## config.mk

```make
export PLATFORM = sky130hd
export DESIGN_NAME = j_pit_tick
export DESIGN_NICKNAME = d
export VERILOG_FILES = /design/src/rtl/j_pit_tick.sv
export SDC_FILE = /design/constraint.sdc
export NUM_CORES = 1
export LEC_CHECK = 0
export ABC_AREA = 0
export BUFFER_PORTS_ARGS = -buffer_cell sky130_fd_sc_hd__clkbuf_2
export CELL_PAD_IN_SITES_DETAIL_PLACEMENT = 1
export CELL_PAD_IN_SITES_GLOBAL_PLACEMENT = 2
export CORE_MARGIN = 4
export CORE_UTILIZATION = 36
export CTS_BUF_LIST = sky130_fd_sc_hd__clkbuf_8
export CTS_CLUSTER_SIZE = 20
export DETAILED_ROUTE_END_ITERATION = 7
export PLACE_DENSITY = 0.84
export SYNTH_ARGS = -nofsm -noshare
export SYNTH_HDL_FRONTEND = slang
export SYNTH_SLANG_ARGS = --single-unit
```

## constraint.sdc

```tcl
create_clock -name sys_clk -period 2.14 [get_ports sys_clk]
set_input_delay 0.214 -clock sys_clk [delete_from_list [all_inputs] [get_ports sys_clk]]
set_output_delay 0.214 -clock sys_clk [all_outputs]
set_load 0.02 [all_outputs]
```

## src/rtl/j_pit_tick.sv

```systemverilog
// j_pit_tick: programmable interval timer tick generator.
//   A prescaler down-counter feeds a divider down-counter. When both are at
//   zero on an enabled cycle the timer expires, and one cycle later the load
//   strobe/data pair for the downstream interrupt sync latch is presented.
//
// Ports:
//   sys_clk  in   clock, rising edge
//   reset    in   async active-high reset
//   clk_en   in   count qualifier
//   wr_pre   in   load prescaler reload/count from wdata
//   wr_div   in   load divider reload/count from wdata; nonzero starts the timer
//   wdata    in   write data [15:0]
//   irq_ack  in   CPU acknowledge pulse
//   irq_ld   out  latch load strobe
//   irq_d    out  latch data (1 = set, 0 = clear)
//   pre_cnt  out  live prescaler count (only with J_PIT_READBACK_EN)
//   div_cnt  out  live divider count   (only with J_PIT_READBACK_EN)
//
// Build option: define J_PIT_READBACK_EN to expose the counter registers.
//
// state   | meaning
// ST_IDLE | divider reload is zero; counters hold, no expiry
// ST_RUN  | counting on clk_en; expiry when both counters are zero

module j_pit_tick #(
  parameter int PRE_W = 16,
  parameter int DIV_W = 16
) (
  input  logic             sys_clk,
  input  logic             reset,
  input  logic             clk_en,
  input  logic             wr_pre,
  input  logic             wr_div,
  input  logic [15:0]      wdata,
  input  logic             irq_ack,
  output logic             irq_ld,
  output logic             irq_d
`ifdef J_PIT_READBACK_EN
  ,
  output logic [PRE_W-1:0] pre_cnt,
  output logic [DIV_W-1:0] div_cnt
`endif
);

  typedef enum logic {ST_IDLE = 1'b0, ST_RUN = 1'b1} state_t;

  localparam logic [PRE_W-1:0] PRE_ONE = PRE_W'(1);
  localparam logic [DIV_W-1:0] DIV_ONE = DIV_W'(1);

  state_t           state_q, state_d;
  logic [PRE_W-1:0] pre_rld_q, pre_rld_d;
  logic [PRE_W-1:0] pre_cnt_q, pre_cnt_d;
  logic [DIV_W-1:0] div_rld_q, div_rld_d;
  logic [DIV_W-1:0] div_cnt_q, div_cnt_d;
  logic             irq_ld_q, irq_ld_d;
  logic             irq_d_q, irq_d_d;
  logic             expire;

  always_ff @(posedge sys_clk or posedge reset) begin
    if (reset) begin
      state_q   <= ST_IDLE;
      pre_rld_q <= '0;
      pre_cnt_q <= '0;
      div_rld_q <= '0;
      div_cnt_q <= '0;
      irq_ld_q  <= 1'b0;
      irq_d_q   <= 1'b0;
    end else begin
      state_q   <= state_d;
      pre_rld_q <= pre_rld_d;
      pre_cnt_q <= pre_cnt_d;
      div_rld_q <= div_rld_d;
      div_cnt_q <= div_cnt_d;
      irq_ld_q  <= irq_ld_d;
      irq_d_q   <= irq_d_d;
    end
  end

  always_comb begin
    state_d   = state_q;
    pre_rld_d = pre_rld_q;
    pre_cnt_d = pre_cnt_q;
    div_rld_d = div_rld_q;
    div_cnt_d = div_cnt_q;
    expire    = 1'b0;

    if (wr_pre || wr_div) begin
      // A write takes the whole cycle: no counting, no expiry.
      if (wr_pre) begin
        pre_rld_d = wdata[PRE_W-1:0];
        pre_cnt_d = wdata[PRE_W-1:0];
      end
      if (wr_div) begin
        div_rld_d = wdata[DIV_W-1:0];
        div_cnt_d = wdata[DIV_W-1:0];
        state_d   = (wdata[DIV_W-1:0] != '0) ? ST_RUN : ST_IDLE;
      end
    end else if (state_q == ST_RUN && clk_en) begin
      if (pre_cnt_q != '0) begin
        pre_cnt_d = pre_cnt_q - PRE_ONE;
      end else begin
        pre_cnt_d = pre_rld_q;
        if (div_cnt_q != '0) begin
          div_cnt_d = div_cnt_q - DIV_ONE;
        end else begin
          div_cnt_d = div_rld_q;
          expire    = 1'b1;
        end
      end
    end
  end

  // Expiry outranks a coincident acknowledge; the ack is dropped.
  always_comb begin
    irq_ld_d = 1'b0;
    irq_d_d  = irq_d_q;
    if (expire) begin
      irq_ld_d = 1'b1;
      irq_d_d  = 1'b1;
    end else if (irq_ack) begin
      irq_ld_d = 1'b1;
      irq_d_d  = 1'b0;
    end
  end

  assign irq_ld = irq_ld_q;
  assign irq_d  = irq_d_q;

`ifdef J_PIT_READBACK_EN
  assign pre_cnt = pre_cnt_q;
  assign div_cnt = div_cnt_q;
`endif

endmodule

```

Yosys cells after proc, flatten, opt, wreduce, memory -nomap -nowiden
Index checks and enable logic that the tools add are counted.
{"block": "op_classes", "eq_ne": 3, "muxes": 18, "n_addsub": 2, "reduce_logical": 11}
{"op": "$mux W16", "count": 9}
{"op": "$reduce_bool A16 Y1", "count": 3}
{"op": "$sub A16 B1 Y16 const B", "count": 2}
{"op": "$mux W1", "count": 9}
{"op": "$ne A2 B2 Y1 const B", "count": 3}
{"op": "$reduce_and A2 Y1", "count": 3}
{"op": "$reduce_bool A2 Y1", "count": 2}
{"op": "$reduce_and A3 Y1", "count": 1}
{"op": "$logic_and A1 B1 Y1", "count": 1}
{"op": "$logic_or A1 B1 Y1", "count": 1}
{"block": "word_totals", "elab_cells": 41, "register_bits": 67, "in_bits": 22, "output_inout_bits": 2}

Longest topological paths before layout
Gate-level depths: netlist of the first run.
{"block": "depth", "word_depth": 6, "ltp_mapped": 9}

Worst setup path after synthesis of the first run
No wires, ideal clock.
{"block": "synth_path", "path_kind": "register to register", "from": "register pre_cnt_q[0]", "to": "register pre_cnt_q[14]", "setup_ns": 0.121, "path_slack_ns": -0.221, "t_arrival_ns": 2.240, "path_stages_with_launch": 9, "path_cell_list": "dfrtp_1 > inv_1 > ha_1 > or3b_2 > clkbuf_1 > or4_1 > o22ai_1 > o21ai_0 > a22o_1"}
{"block": "synth_via", "elab_chain_cells": 4, "elab_cells_between_ends": 5, "classes_between": "add/sub: 1; mux: 3; reduce/logical: 1"}
{"item": "start: declaration", "line": "52", "rtl": "logic [PRE_W-1:0] pre_cnt_q, pre_cnt_d;"}
{"item": "start signal: assignment", "line": "71", "rtl": "pre_cnt_q <= pre_cnt_d;"}
{"item": "$sub A16 B1 Y16 / $reduce_bool A16 Y1 (equally long branches)", "line": "100, 99"}
{"item": "$mux W16 *", "line": "99", "rtl": "if (pre_cnt_q != '0) begin"}
{"item": "$mux W16 *", "line": "98", "rtl": "end else if (state_q == ST_RUN && clk_en) begin"}
{"item": "$mux W16 *", "line": "87", "rtl": "if (wr_pre || wr_div) begin"}
Every way passes the cells marked *; elsewhere a longest branch is shown, timed or not. The select of a mux whose other input is x is not followed.
A chain may end at the register's enable or synchronous reset.

Worst setup path in the final report of the first run
{"block": "layout_path", "from": "register div_cnt_q[9]", "to": "register div_cnt_q[0]"}
{"block": "layout_via", "elab_chain_cells": 5}
{"item": "start: declaration", "line": "54", "rtl": "logic [DIV_W-1:0] div_cnt_q, div_cnt_d;"}
{"item": "start signal: assignment", "line": "73", "rtl": "div_cnt_q <= div_cnt_d;"}
{"item": "$reduce_bool A16 Y1", "line": "103", "rtl": "if (div_cnt_q != '0) begin"}
{"item": "$mux W16", "line": "103"}
{"item": "$mux W16", "line": "99"}
{"item": "$mux W16", "line": "98"}
{"item": "$mux W16", "line": "87"}
No other way between the ends. The select of a mux whose other input is x is not followed.

==> flow_summary_export.csv, run 1 <==
group,metric,value,unit
outcome,status,"finished, final reports clean",
yosys,synth_flop_cell,"dfrtp_1",
die,io_pins,24,
final_layout,multi_input_area,2048,sq um
timing,max_slew.worst_pin.slew,579.3,ps
worst_setup_path,cp.required,2360,ps
global_routing,grt_max_degree,45,
power,peakVddDrop,0.2952,mV
final_layout,ff_latch_area,1678,sq um
yosys,syn_area_per_cell,9.378,sq um
die,die_x,110.6,um
worst_setup_path,cp_slowest_stage_delay,620,ps
die,initial_core_util,36.86,%
drt,wl,13130,um
yosys,synth_area,3789,sq um
timing,setup_viol,0,
timing,setup_tns,0,ps
hold_path,hp-class,"in -> reg",
worst_setup_path,cp_slowest_cell,"or4_4",
global_routing,antenna_found_initial,0,
yosys,ys_types,54,
timing,min_period,2137,ps
worst_setup_path,path_class,"reg -> reg",
timing,hold_violations,0,
drt,firstDrtPassIters,4,
place,io_buffer_count,23,
global_routing,overflow,0,
clock_tree,clock_latency,340,ps
final_layout,syn_to_final_growth,26.12,%
timing,rsz0062_at_grt,"yes",
die,coreArea,10280,sq um
worst_setup_path,cp_max_fo,8,
worst_setup_path,cp-start-kind,"flop",
timing,fin_skew,7.511,ps
power,p_leak,1.996,nW
final_layout,final_common_cell,"dfrtp_1",
drt,num_vias,3616,
yosys,ys_warn_count,0,
yosys,synth_async_sr_flop_share,100.0,%
yosys,syn_inst,404,
worst_setup_path,cp_cell_sequence,"or4_4 > or4_4 > or2_0 > a21oi_1 > nor3_1",
yosys,synth-seq-area-share,44.25,%
global_routing,grt_pass1_wl,20200,um
timing,fmax,468.0,MHz
clock_tree,htree_levels,3,
timing,maxSlewHeadroom,61.32,%
power,power.total,0.003363,W
global_routing,grt_pass1_vias,3663,
die,row_count,37,
yosys,synth-seq-cells,67,
drt,drt-wirelength-per-cell,21.70,um
drt,drt-initial-drc-count,278,
clock_tree,cts_buffers,9,
flow_run,max_cap_viol_count,0,
yosys,synth_edf_count,0,
global_routing,globalRouteTotalUtil,20.50,%
final_layout,layout_common_cells,"66 x dfrtp_1, 43 x buf_4, 30 x nand2_1",
final_layout,layout-drive-gt1-share,31.34,%
worst_setup_path,endpoint_kind,"flop",
final_layout,fill_cells,1197,
clock_tree,cts.reportedPaths.clkPinSlew,80,ps
yosys,synth_nets,430,
place,gp_congestion,0.8891,
worst_setup_path,cp_data_arrival_time,2360,ps
final_layout,nNetsFinal,492,
worst_setup_path,crit_top_cell,"or4_4",
timing,maxSlewViolCount,0,
final_layout,antennaDiodeCount,0,
clock_tree,clockBufferDepth,2,
drt,route.detailed.drc,0,
die,die_area,12230,sq um
timing,finalCritPeriodShare,99.85,%
die,die_h,110.6,um
place,dp_hpwl,8665,um
power,p_per_area,703.7,nW/um^2
drt,ant_nets,0,
clock_tree,cts_tree,"built",
drt,avgViaCountPerCell,5.977,
clock_tree,cts_root_buffer,"clkbuf_8",
clock_tree,cts_sinks,67,
==> state kept, by name, indices dropped and copies added (netlist names) <==
name,cells
irq_ld,1
pre_cnt_q,16
pre_rld_q,16
div_rld_q,16
div_cnt_q,16
irq_d,1
state_q,1
==> metal layers <==
metal	routed length, um	up-vias	part of all wire (%)	global-route usage (%)
li1	-	1640	-	-
met1	5919	1845	45	28.96
met2	6302	116	48	31.23
met3	661	15	5.0	3.068
met4	246	0	1.9	8.785
met5	0	-	0	0
==> power by group <==
part / internal [W] / switching (W)
registers: 0.00140 / 0.000130
clock network: 0.000550 / 0.000510
logic: 0.000348 / 0.000422
==> synth_stat cells, types with 2 or more instances <==
| master | number | share of area, % |
|---|---|---|
| buf_1 | 3 | 0.30 |
| a211oi_1 | 3 | 0.59 |
| nor4_1 | 11 | 1.8 |
| or2_0 | 2 | 0.33 |
| o21ai_0 | 24 | 3.2 |
| or4_1 | 7 | 1.4 |
| nand2_1 | 30 | 3.0 |
| o221ai_1 | 2 | 0.46 |
| o22ai_1 | 6 | 0.99 |
| nand3_1 | 12 | 1.6 |
| ha_1 | 4 | 1.3 |
| o21bai_1 | 2 | 0.40 |
| o311ai_0 | 3 | 0.69 |
| mux2i_1 | 2 | 0.53 |
| buf_2 | 2 | 0.26 |
| or3b_2 | 3 | 0.69 |
| o31ai_1 | 5 | 0.99 |
| a21oi_1 | 16 | 2.1 |
| nand4_1 | 6 | 0.99 |
| inv_1 | 20 | 2.0 |
| xor2_1 | 4 | 0.92 |
| dfrtp_1 | 67 | 44 |
| a31oi_1 | 20 | 3.3 |
| clkbuf_1 | 20 | 2.0 |
| or3_1 | 3 | 0.50 |
| o41ai_1 | 2 | 0.46 |
| nor3_1 | 13 | 1.7 |
| mux2_2 | 26 | 7.7 |
| or2_2 | 2 | 0.33 |
| xnor2_1 | 8 | 1.8 |
| a211o_1 | 6 | 1.4 |
| a22oi_1 | 5 | 0.99 |
| nand2b_1 | 4 | 0.66 |
| buf_6 | 2 | 0.59 |
| a221o_1 | 3 | 0.79 |
| a41oi_1 | 2 | 0.46 |
| nor2_1 | 30 | 3.0 |
| o211ai_1 | 8 | 1.6 |
==> cell type report <==
class,instances,share of cell area (%)
inverter,20,1.571
clock inverter,4,0.9165
tap,136,3.561
timing repair buffer,78,13.09
sequential,67,35.11
clock buffer,10,2.880
multi-input combinational,290,42.86
==> kinds of logic (layout without fill, tap and decap cells) <==
| logic type | after synthesis | after routing | share of synthesized area [%] |
|---|---|---|---|
| simple gates | 131 | 132 | 18.07 |
| compound gates | 114 | 114 | 20.01 |
| flops | 67 | 67 | 44.25 |
| buf+inv | 48 | 112 | 5.317 |
| mux | 28 | 28 | 8.256 |
| xor+xnor | 12 | 12 | 2.774 |
| fa+ha+maj | 4 | 4 | 1.321 |
==> worst max-delay path: cells and delay by family (launching register included) <==
kind	cells	cell delay, ps
flip-flops	1	400
AO/OA/AOI/OAI	1	120
AND/OR/NAND/NOR	4	1500
==> timing repair <==
| action | 4_1_cts | 5_1_grt |
|---|---|---|
| setup buffers | 6 | 6 |
| setup endpoints to repair | 8 | 20 |
| hold buffers | 1 | 0 |
| pin swaps | 2 | 7 |
| resized for setup | 4 | 21 |
| hold endpoints to repair | 23 | 0 |
| gates cloned | 0 | 4 |
==> metrics by stage <==
| step | instance area (sq um) | setup WS, ps | instances | util, % | hold slack (ps) |
|---|---|---|---|---|---|
| finish | 4778 | 3.135 | 605 | 46.49 | 70.87 |
| global route | 4778 | -66.16 | 605 | 46.49 | 81.08 |
| CTS | 4576 | 12.36 | 595 | 44.52 | 65.21 |
| detailed placement | 4313 | -58.21 | 574 | 41.96 | 301.6 |
| global placement | 4313 | 26.24 | 574 | 41.96 | 284.4 |
| floorplan | 3844 | -28.90 | 404 | - | 322.6 |
==> final timing paths <==
kind | end | start | slack (ps) | depth (start not counted)
min in group asynchronous | div_cnt_q[9] | reset | 450 | 3
hold reg to reg | pre_rld_q[1] | pre_rld_q[1] | 510 | 1
setup / recovery | div_cnt_q[0] | div_cnt_q[9] | 3 | 5
hold / removal | irq_d | irq_ack | 70 | 2
setup reg to reg | div_cnt_q[0] | div_cnt_q[9] | 3 | 5
max in group asynchronous | pre_cnt_q[9] | reset | 1020 | 4
(Power assumes the default switching activity.)
==> run 2, diff against run 1 <==
--- a/config.mk
+++ b/config.mk
@@ -5,12 +5,12 @@
 export SDC_FILE = /design/constraint.sdc
 export NUM_CORES = 1
 export LEC_CHECK = 0
-export ABC_AREA = 0
+export ABC_AREA = 1
 export BUFFER_PORTS_ARGS = -buffer_cell sky130_fd_sc_hd__clkbuf_2
 export CELL_PAD_IN_SITES_DETAIL_PLACEMENT = 1
 export CELL_PAD_IN_SITES_GLOBAL_PLACEMENT = 2
 export CORE_MARGIN = 4
-export CORE_UTILIZATION = 36
+export CORE_UTILIZATION = 33
 export CTS_BUF_LIST = sky130_fd_sc_hd__clkbuf_8
 export CTS_CLUSTER_SIZE = 20
 export DETAILED_ROUTE_END_ITERATION = 7
==> run 2 against run 1 <==
Compared with the run above:
- first-iteration DRC count is 8.3% lower
- critical path depth is 5 higher
- via count is 13% higher
- sequential cell count stayed put
- die area is 23% higher
- combinational power is 12% lower
- clock power is 9.7% lower
- critical path type unchanged
- total power is 6.0% lower
- setup slack better by 320 ps
==> flow_summary_export.csv, run 2 <==
group,metric,value,unit
power,p_leak,2.305,nW
yosys,synth_nets,630,
yosys,synth_common_cells,"115 x nor2_1, 111 x nand2_1, 70 x inv_1",
timing,fmax,549.4,MHz
worst_setup_path,cp_data_arrival_time,2110,ps
global_routing,grt_pass1_wl,22150,um
die,row_count,41,
yosys,synth_async_sr_flop_share,100.0,%
die,die_x,122.8,um
drt,drt-wirelength-per-cell,16.16,um
timing,maxSlewViolCount,0,
timing,rsz0062_at_grt,"no",
drt,num_vias,4071,
final_layout,nNetsFinal,658,
drt,avgViaCountPerCell,5.032,
clock_tree,cts.reportedPaths.clkPinSlew,80,ps
hold_path,min_from,"irq_ack",
worst_setup_path,cp.required,2430,ps
drt,drt-initial-drc-count,255,
yosys,ys_top_cells_by_area,"dfrtp_1 39%, nor2_1 9.9%, nand2_1 9.6%",
worst_setup_path,cp_slowest_stage_delay,410,ps
die,io_pins,24,
worst_setup_path,crit_top_cell,"nand2_1",
yosys,synth_flop_cell,"dfrtp_1",
global_routing,globalRouteTotalUtil,18.81,%
clock_tree,cts_root_buffer,"clkbuf_8",
clock_tree,htree_levels,3,
clock_tree,cts_tree,"built",
worst_setup_path,r2r-start,"div_cnt_q[0]",
place,gp_congestion,0.8267,
die,die_h,122.8,um
yosys,yosysTopAreaCell,"dfrtp_1",
worst_setup_path,reg2reg_setup_slack,320,ps
flow_run,max_cap_viol_count,0,
die,coreArea,12770,sq um
clock_tree,cts_buffers,9,
drt,wl,13080,um
yosys,ys_types,37,
place,dp_hpwl,10230,um
final_layout,layout_common_cells,"115 x nor2_1, 111 x nand2_1, 72 x inv_1",
clock_tree,clock_latency,350,ps
worst_setup_path,cp-start-kind,"flop",
yosys,synth-seq-cells,67,
die,initial_core_util,34.05,%
hold_path,hp-class,"in -> reg",
timing,min_period,1820,ps
clock_tree,clockBufferDepth,2,
worst_setup_path,endpoint_kind,"flop",
timing,fin_skew,8.471,ps
final_layout,antennaDiodeCount,0,
global_routing,antenna_found_initial,0,
yosys,synth_area,4349,sq um
yosys,synth_top_area_share,38.55,%
yosys,synth_edf_count,0,
yosys,ys_warn_count,0,
outcome,status,"finished, final reports clean",
yosys,syn_area_per_cell,7.201,sq um
final_layout,syn_to_final_growth,11.28,%
final_layout,final_util,37.89,%
clock_tree,post-cts-setup-buffers,0,
timing,setup_tns,0,ps
yosys,yosysMostFrequentCell,"nor2_1",
clock_tree,cts_sinks,67,
worst_setup_path,path_class,"reg -> reg",
die,die_area,15080,sq um
place,io_buffer_count,23,
timing,setup_viol,0,
timing,finalCritPeriodShare,85.06,%
global_routing,grt_max_degree,34,
worst_setup_path,crit_start,"div_cnt_q[0]",
timing,hold_violations,0,
power,peakVddDrop,0.3916,mV
global_routing,overflow,0,
worst_setup_path,cp_cell_sequence,"inv_1 > ha_1 > nand2_1 > nor2_2 > nand3_4 > nand3_1 > nand3_1 > nand2_1 > nand2_1 > nand2_1",
global_routing,grt_pass1_vias,4349,
worst_setup_path,cp_max_fo,17,
timing,max_slew.worst_pin.slew,540.7,ps
timing,maxSlewHeadroom,63.90,%
worst_setup_path,cp_slowest_cell,"dfrtp_1",
final_layout,final_common_cell,"nor2_1",
power,p_per_area,653.1,nW/um^2
final_layout,layout-drive-gt1-share,16.48,%
drt,ant_nets,0,
yosys,syn_inst,604,
yosys,synth-seq-area-share,38.55,%
drt,firstDrtPassIters,4,
drt,route.detailed.drc,0,
run 2: cell count changes after synthesis, sizes merged, moves of 26 or more:
cell and change:
mux2 -26, nand3 +47, inv +56, a21oi +32, nand2 +90, nor2 +111
run 2: routing by layer:
metal	global-route usage [%]	vias up	wire [um]
met4	3.849	0	112
met3	3.318	8	413
met5	0	-	0
li1	-	1997	-
met1	26.66	2005	6411
met2	30.17	61	6139
run 2: per-stage QoR:
step                      setup slack (ps)  cell area [sq um]  power, W  cells  hold slack, ps
after global routing                 115.0               4840  0.003374    809           106.9
after CTS                            267.9               4840  0.003213    809           61.50
final                                319.8               4840  0.003161    809           77.94
after floorplan                      242.8               4349  0.002008    604           325.2
after global placement               367.1               4657  0.002206    792           266.8
after detailed placement             301.9               4657  0.002234    792           280.7
run 2: logic make-up after synthesis:
logic type,after synthesis,share of synthesized area [%]
xor+xnor,2,0.4028
simple gates,344,38.29
buf+inv,94,9.378
flops,67,38.55
compound gates,93,12.23
fa+ha+maj,4,1.151
run 2: critical path: cells and delay by family (launching register included):
kind	cells	cell delay (ps)
adder cells (fa/ha/maj)	1	210
AND/OR/NAND/NOR	8	1020
buffers and inverters	1	110
flip-flops	1	410
run 2: worst paths after layout:
kind / endpoint / cells after the start
worst max register to register: div_cnt_q[8] / 10
min in group asynchronous: pre_cnt_q[10] / 3
max in group asynchronous: div_cnt_q[10] / 4
worst min register to register: irq_d / 2
worst min-delay path: irq_ld / 3
worst max-delay path: div_cnt_q[8] / 10
run 2: area by class of cell:
cell class | count | area, sq um
fill | 1619 | 7934
multi-input combinational | 443 | 2265
sequential | 67 | 1677
inverter | 76 | 290.3
timing repair buffer | 35 | 220.2
tap | 172 | 215.2
clock buffer | 11 | 151.4
clock inverter | 5 | 21.27
run 2: where the power goes:
part / internal, W / leakage, nW / switching [W] / total (W)
sequential: 0.00140 / 0.777 / 0.000131 / 0.00153
clock: 0.000468 / 0.103 / 0.000489 / 0.000957
combinational: 0.000230 / 1.42 / 0.000447 / 0.000678
run 2: what timing repair did:
action / 4_1_cts / 5_1_grt
setup endpoints to repair: 0 / 0
hold buffers: 1 / 0
hold endpoints to repair: 21 / 0
resized for setup: 0 / 0
==> run 3, diff against run 2 <==
--- a/config.mk
+++ b/config.mk
@@ -12,7 +12,7 @@
 export CORE_MARGIN = 4
 export CORE_UTILIZATION = 33
 export CTS_BUF_LIST = sky130_fd_sc_hd__clkbuf_8
-export CTS_CLUSTER_SIZE = 20
+export CTS_CLUSTER_SIZE = 24
 export DETAILED_ROUTE_END_ITERATION = 7
 export PLACE_DENSITY = 0.84
 export SYNTH_ARGS = -nofsm -noshare
==> constraint.sdc (replaced) <==
create_clock -name sys_clk -period 2.14 [get_ports sys_clk]
set_input_delay 0.321 -clock sys_clk [delete_from_list [all_inputs] [get_ports sys_clk]]
set_output_delay 0.321 -clock sys_clk [all_outputs]
set_load 0.02 [all_outputs]
==> run 3 against run 2 <==
Compared with the run above:
- the flow now finishes with violations (hold timing)
- routed wire length decreased by 3.5%
- critical endpoint is now div_cnt_q[0]
- combinational power is 1% lower
- highest routed layer unchanged
- worst hold slack worse by 79 ps
- design area barely moved
- maximum frequency down 0.86%
- clock skew rose by 4.1 ps
- register-to-register slack got worse by 20 ps
- die area unchanged
- sequential cell count unchanged
- core utilization hardly changed
==> flow_summary_export.csv, run 3 (same netlist as run 2, synthesis figures left out) <==
group,metric,value,unit
outcome,status,"complete, but fails checks",
outcome,violations,"hold timing",
die,io_pins,24,
global_routing,antenna_found_initial,0,
timing,fmax,544.7,MHz
clock_tree,post-cts-setup-buffers,0,
clock_tree,cts_tree,"built",
worst_setup_path,cp_slowest_cell,"dfrtp_1",
worst_setup_path,cp-start-kind,"flop",
clock_tree,cts_buffers,9,
place,io_buffer_count,23,
drt,avgViaCountPerCell,5.004,
timing,maxSlewViolCount,0,
worst_setup_path,reg2reg_setup_slack,300,ps
power,p_leak,2.298,nW
worst_setup_path,cp_cell_sequence,"inv_1 > ha_1 > nand2_1 > nor2_2 > nand3_4 > o211ai_1 > a21oi_2",
timing,max_slew.worst_pin.slew,498.1,ps
die,coreArea,12770,sq um
final_layout,syn_to_final_growth,11.19,%
drt,firstDrtPassIters,4,
final_layout,final_common_cell,"nor2_1",
worst_setup_path,path_class,"reg -> reg",
global_routing,grt_pass1_vias,4122,
timing,hold_slack,-1.365,ps
clock_tree,cts.reportedPaths.clkPinSlew,70,ps
power,peakVddDrop,0.2415,mV
die,die_area,15080,sq um
final_layout,antennaDiodeCount,0,
clock_tree,cts_root_buffer,"clkbuf_8",
drt,drt-initial-drc-count,188,
timing,setup_viol,0,
timing,fin_skew,12.60,ps
worst_setup_path,cp_max_fo,17,
clock_tree,cts_sinks,67,
worst_setup_path,ff2ff_path_depth,7,
drt,num_vias,4038,
drt,route.detailed.drc,0,
hold_path,hp-class,"in -> async",
global_routing,grt_pass1_wl,21160,um
die,initial_core_util,34.05,%
final_layout,layout_common_cells,"115 x nor2_1, 111 x nand2_1, 70 x inv_1",
clock_tree,clockBufferDepth,2,
worst_setup_path,r2r-end,"div_cnt_q[0]",
flow_run,max_cap_viol_count,0,
timing,min_period,1836,ps
worst_setup_path,cp.required,2380,ps
clock_tree,htree_levels,3,
timing,rsz0062_at_grt,"no",
global_routing,globalRouteTotalUtil,17.98,%
power,p_per_area,658.9,nW/um^2
drt,ant_nets,0,
worst_setup_path,r2r-start,"div_cnt_q[0]",
clock_tree,cts_hold_repair.buffers,0,
timing,finalCritPeriodShare,85.79,%
drt,wl,12620,um
worst_setup_path,cp_slowest_stage_delay,410,ps
worst_setup_path,cp_data_arrival_time,2080,ps
die,die_h,122.8,um
timing,maxSlewHeadroom,66.67,%
die,row_count,41,
global_routing,grt_max_degree,68,
place,gp_congestion,0.8125,
drt,drt-wirelength-per-cell,15.64,um
die,die_x,122.8,um
place,dp_hpwl,9867,um
clock_tree,clock_latency,370,ps
final_layout,nNetsFinal,657,
worst_setup_path,endpoint_kind,"flop",
global_routing,overflow,0,
final_layout,layout-drive-gt1-share,16.69,%
timing,hold_violations,3,
clock_tree,cts.repair.resized,0,
timing,setup_tns,0,ps
## run 3: changes by cell type in the layout (fill, tap and decap cells not counted), sizes merged
| cell | change |
|---|---|
| inv | -2 |
| clkbuf | +1 |
| dlygate4sd3 | -1 |
## run 3: final cells by class
cell class	count	area [sq um]
flip-flops and latches	67	1677
clock buffers	12	165.2
clock inverters	3	13.76
inverters	76	290.3
fillers	1641	7938
well taps	172	215.2
repair buffers	34	210.2
multi-input cells	443	2265
## run 3: layer usage
layer	track usage, %	vias up	share of wire, %
met1	24.88	1976	49
met2	28.87	55	47
met3	3.963	11	3.6
li1	-	1996	-
met5	0	-	0
met4	3.849	0	0.99
## run 3: worst max-delay path by stage
stage | startpoint | to | cells after the start
after global routing | div_cnt_q[0] | div_cnt_q[14] | 8
final | div_cnt_q[0] | div_cnt_q[0] | 7
after CTS | div_cnt_q[0] | div_cnt_q[0] | 7
after floorplan | reset | div_cnt_q[0] | 1
after global placement | pre_cnt_q[0] | div_cnt_q[10] | 9
after detailed placement | div_cnt_q[0] | div_cnt_q[0] | 7
## run 3: stage by stage
step                      worst slack (ps)  total power [W]  instance area (sq um)  std cells  utilization [%]
after floorplan                      135.8         0.002008                   4349        604                -
after global placement               373.2         0.002206                   4657        792            36.46
after detailed placement             306.6         0.002226                   4657        792            36.46
after CTS                            285.8         0.003232                   4836        807            37.86
after global routing                 85.83         0.003400                   4836        807            37.86
final                                304.0         0.003186                   4836        807            37.86
## run 3: where the power goes
| group | internal (W) | total [W] | leakage (nW) | switching [W] |
|---|---|---|---|---|
| Sequential | 0.00140 | 0.00152 | 0.777 | 0.000129 |
| Clock | 0.000501 | 0.000991 | 0.0994 | 0.000490 |
| Combinational | 0.000229 | 0.000671 | 1.42 | 0.000442 |
| Total | 0.00213 | 0.00319 | 2.30 | 0.00106 |
## run 3: critical path: cells and delay by family, from the launching register on
family | cells | cell delay, ps
compound gates | 2 | 390
fa+ha+maj | 1 | 210
flops | 1 | 410
buf+inv | 1 | 110
simple gates | 3 | 590
